### src/rtl/uart_rx.sv
// 8N1 serial receiver with a runtime bit period (baud_cnt+1 clocks), mid-bit sampling and sticky rdy/frm_err/overrun flags.
// Optional build macro: UART_RX_MAJORITY_EN (three-sample majority vote per bit).
module uart_rx (
  input  logic        clk,
  input  logic        rst_n,
  input  logic        RX,
  input  logic [12:0] baud_cnt,
  input  logic        clr_rdy,
  output logic [7:0]  rx_data,
  output logic        rdy,
  output logic        frm_err,
  output logic        overrun,
  output logic [1:0]  state_dbg
);

  typedef enum logic [1:0] {IDLE, START, DATA, STOP} state_t;

  state_t      state, state_nxt;
  logic        rx_ff1, rx_s, rx_prev;
  logic        fall;
  logic [12:0] cnt;
  logic [2:0]  bit_cnt;
  logic [7:0]  shift;
  logic        sample_evt;
  logic        bit_val;
  logic        start_frame, shift_en, frame_end;
  logic        done, stop_bit;

  always_ff @(posedge clk or negedge rst_n) begin
    if (!rst_n) begin
      rx_ff1  <= 1'b1;
      rx_s    <= 1'b1;
      rx_prev <= 1'b1;
    end else begin
      rx_ff1  <= RX;
      rx_s    <= rx_ff1;
      rx_prev <= rx_s;
    end
  end

  assign fall       = rx_prev & ~rx_s;
  assign sample_evt = (state != IDLE) && (cnt == 13'd0);

  // Counter holds in IDLE; it only matters once a start edge loads the half period.
  always_ff @(posedge clk or negedge rst_n) begin
    if (!rst_n) begin
      cnt <= 13'd0;
    end else if (state == IDLE) begin
      if (fall) cnt <= baud_cnt >> 1;
    end else if (cnt == 13'd0) begin
      cnt <= baud_cnt;
    end else begin
      cnt <= cnt - 13'd1;
    end
  end

`ifdef UART_RX_MAJORITY_EN
  logic samp2, samp1;

  always_ff @(posedge clk or negedge rst_n) begin
    if (!rst_n) begin
      samp2 <= 1'b1;
      samp1 <= 1'b1;
    end else if (state != IDLE) begin
      if (cnt == 13'd2) samp2 <= rx_s;
      if (cnt == 13'd1) samp1 <= rx_s;
    end
  end

  assign bit_val = (samp2 & samp1) | (samp2 & rx_s) | (samp1 & rx_s);
`else
  assign bit_val = rx_s;
`endif

  always_ff @(posedge clk or negedge rst_n) begin
    if (!rst_n) state <= IDLE;
    else        state <= state_nxt;
  end

  always_comb begin
    state_nxt = state;
    case (state)
      IDLE:  if (fall) state_nxt = START;
      START: if (sample_evt) state_nxt = bit_val ? IDLE : DATA;
      DATA:  if (sample_evt && (bit_cnt == 3'd7)) state_nxt = STOP;
      STOP:  if (sample_evt) state_nxt = IDLE;
      default: state_nxt = IDLE;
    endcase
  end

  always_comb begin
    start_frame = (state == IDLE) && fall;
    shift_en    = (state == DATA) && sample_evt;
    frame_end   = (state == STOP) && sample_evt;
  end

  assign state_dbg = state;

  always_ff @(posedge clk or negedge rst_n) begin
    if (!rst_n) begin
      bit_cnt  <= 3'd0;
      shift    <= 8'h00;
      done     <= 1'b0;
      stop_bit <= 1'b0;
    end else begin
      if (start_frame)   bit_cnt <= 3'd0;
      else if (shift_en) bit_cnt <= bit_cnt + 3'd1;
      if (shift_en)  shift    <= {bit_val, shift[7:1]};
      if (frame_end) stop_bit <= bit_val;
      done <= frame_end;
    end
  end

  // Host handshake: rdy rises when a good byte lands in rx_data and stays up until a
  // one-cycle clr_rdy; a frame completing in the same cycle as clr_rdy wins for its own flag.
  always_ff @(posedge clk or negedge rst_n) begin
    if (!rst_n) begin
      rx_data <= 8'h00;
      rdy     <= 1'b0;
      frm_err <= 1'b0;
      overrun <= 1'b0;
    end else if (done && stop_bit) begin
      rx_data <= shift;
      rdy     <= 1'b1;
      overrun <= clr_rdy ? 1'b0 : (overrun | rdy);
      frm_err <= clr_rdy ? 1'b0 : frm_err;
    end else if (done) begin
      frm_err <= 1'b1;
      if (clr_rdy) begin
        rdy     <= 1'b0;
        overrun <= 1'b0;
      end
    end else if (clr_rdy) begin
      rdy     <= 1'b0;
      frm_err <= 1'b0;
      overrun <= 1'b0;
    end
  end

endmodule

### config.mk
export PLATFORM = sky130hd
export DESIGN_NAME = uart_rx
export DESIGN_NICKNAME = d
export VERILOG_FILES = /design/src/rtl/uart_rx.sv
export SDC_FILE = /design/constraint.sdc
export NUM_CORES = 1
export LEC_CHECK = 0
export ABC_CLOCK_PERIOD_IN_PS = 6000
export CAP_MARGIN = 20
export CORE_UTILIZATION = 58
export CTS_CLUSTER_DIAMETER = 200
export DETAILED_ROUTE_END_ITERATION = 10
export GPL_TIMING_DRIVEN = 0
export HOLD_SLACK_MARGIN = 0.15
export PLACE_DENSITY = 0.88
export REMOVE_ABC_BUFFERS = 1
export SLEW_MARGIN = 5
export SYNTH_ARGS = -nofsm -noshare
export SYNTH_HDL_FRONTEND = slang
export SYNTH_SLANG_ARGS = --single-unit
### constraint.sdc
create_clock -name clk -period 6 [get_ports clk]
set_input_delay 0.6 -clock clk [delete_from_list [all_inputs] [get_ports clk]]
set_output_delay 0.6 -clock clk [all_outputs]
set_load 0.005 [all_outputs]
==> results.ini <==
[status]
status=completed

[synthesis]
ys_ff_latch=42
yosys.area.top_type=dfrtp_1
synth.distinct_cells=50
async_flop_share_pct=100
synth_top_cell_area_share_pct=43.1
syn_inst=199
synth_area_leaders=dfrtp_1, mux2_2, mux2i_1
syn_area_um2=2260
yosys_most_used_dff=dfrtp_1
ys_seq_area_share_pct=46.6
yosys_warnings=0
synth_edf_count=0
avgSynthCellArea_um2=11.4

[critical_path]
arrival_ns=2.61
worstSetupPathType=reg2reg
slowest_stage=nor4_4
worst_setup_path_start_kind=register
cpPeakStageDelay_ns=0.66
crit_path_max_fanout=13
crit_chain=nor4_4 -> nand3_4 -> or3_1 -> mux2_4
critPathCaptureType=register
cp.required_ns=6.18

[routing]
ant_nets=0
vias_per_cell=6.03
drc=0
routed_wl_mm=4.38
vias=1640
avgRoutedWirePerCell_um=16.1
firstDrtPassIters=4
drtIter0Drc=109

[sta]
hold_viol=0
rsz0062_at_grt=no
setup_viol=0
slew_headroom_pct=37.8
finalClockSkew_ns=0.00240
post-route-period-util_pct=40.4
tightestPinTransition_ns=0.930
finalSetupTns_ns=0
fmaxAchievable_mhz=413
report.final.slew_viol_count=0
period_minus_slack_ns=2.42
setup_slack_ns=3.58

[place]
dp_slack_ns=3.63
port_buffers=29
hpwl_mm=3.06
dp.cells=264
dpl_cell_area_um2=2550
routabilityCongestion=0.855

[global_routing]
first_global_vias=1645
globalRouteTotalUtil_pct=23.3
grt_overflow=0
grt_max_degree=33
antenna_found_initial=0
grt_pass1_wl_mm=7.33

[final_layout]
final_layout_size_suffix_gt1_share_pct=18.8
n_antenna_cell=0
fillers=268
stdcell_area_um2=2640
stdcell_count=272
area_growth_pct=16.5
nets=244

[cts]
h-tree-depth=2
tritoncts=yes
clock_latency_ns=0.29
hold_buffers=0
cts_buffer_depth=2
clockRootBuffer=clkbuf_8
post_cts_buffers=0
path_clk_slew_ns=0.08
cts.sinks=42
cts_buffers=5
cts_resized=0

[floorplanning]
die_x_um=64.5
ioPinCount=30
fp-row-count=22
core-area_um2=3690
dieArea_um2=4160
initial_core_util_pct=61.4
fp.dieH_um=64.5

[power]
p_leak_nw=1.13
p_per_area_nw_per_um2=315
peakVddDrop_v=0.000141

[flow_run]
maxCapViolCount=0

[min_path]
hold_class=in2async

per-stage QoR:
stage	hold slack (ns)	power, W	util, %
2_1_floorplan	0.304	0.000578	-
3_3_place_gp	0.346	0.000634	68.7
3_5_place_dp	0.350	0.000649	69.2
4_1_cts	0.178	0.000833	71.5
5_1_grt	0.191	0.000881	71.5
6_report	0.177	0.000830	71.5
state kept, by name, summed over array words and instances (netlist names), named ones only:
signal and flops:
cnt 13, rx_data 8, shift 8, bit_cnt 3, bit_val 1, done 1, frm_err 1, overrun 1
rdy 1, rx_ff1 1, rx_prev 1, state_dbg 1, stop_bit 1
power breakdown:
group | total, W | switching (W) | internal, W
Combinational | 0.000236 | 0.000118 | 0.000118
Clock | 0.000180 | 0.0000981 | 0.0000821
Sequential | 0.000414 | 0.0000858 | 0.000328
Total | 0.000830 | 0.000302 | 0.000528
critical path: cells and delay by family (launching register included):
| family | cells | cell delay, ns |
|---|---|---|
| DFF | 1 | 0.46 |
| and+or+nand+nor | 3 | 1.48 |
| muxes | 1 | 0.38 |
metal layers:
metal  wire, µm  global-route usage [%]
met1       2060                    29.4
met2       2080                    38.0
met3        174                    5.99
met4         72                    9.44
met5          0                       0
cell usage after synthesis, drive strengths merged (4+ instances only):
library cell	instances
nand3	9
nor3	4
a21oi	6
o21ai	10
nand4b	4
nor2	7
inv	7
clkbuf	6
dfrtp	39
ha	4
nor4	5
buf	7
o22ai	6
mux2	21
mux2i	13
nand2	11
layout by cell type (no fill, tap or decap), drive strengths merged, types with 2 or more instances in the layout:
cell and count:
a211oi 3, a21boi 2, a21oi 6, a311oi 2
and3 3, buf 2, clkbuf 6, clkdlybuf4s50 28
clkinv 2, dfrtp 39, dfstp 3, ha 4
inv 7, mux2 21, mux2i 13, nand2 11
nand3 9, nand4 2, nand4b 4, nor2 7
nor3 4, nor3b 3, nor4 5, o21ai 10
o22ai 6, or3 3
final cells by class:
class / count / area, µm² / area share (%)
Inverter: 7 / 26.3 / 0.996
Tap cell: 48 / 60.1 / 2.28
Timing Repair Buffer: 30 / 305 / 11.6
Clock buffer: 6 / 72.6 / 2.75
Multi-Input combinational cell: 137 / 1100 / 41.9
Sequential cell: 42 / 1050 / 40.0
Clock inverter: 2 / 13.8 / 0.522
worst paths after layout:
check	from	end	slack (ns)	cells past startpoint
min in group clk	rx_ff1	bit_val	0.36	0
hold / removal	rst_n	cnt[1]	0.18	1
hold reg to reg	rx_ff1	bit_val	0.36	0
setup / recovery	cnt[6]	shift[6]	3.58	4
setup reg to reg	cnt[6]	shift[6]	3.58	4
max in group asynchronous	rst_n	rx_ff1	5.30	2
cells by family after synthesis:
logic type / Yosys count / synth area share [%]
and+or+nand+nor: 58 / 17.1
DFF: 42 / 46.6
AOI/OAI and AO/OA: 39 / 11.1
muxes: 34 / 17.5
buffers and inverters: 20 / 4.70
adders and majority gates: 4 / 2.21
xor gates and xnor gates: 2 / 0.774
Note: power is estimated with default switching activity, not from simulation.
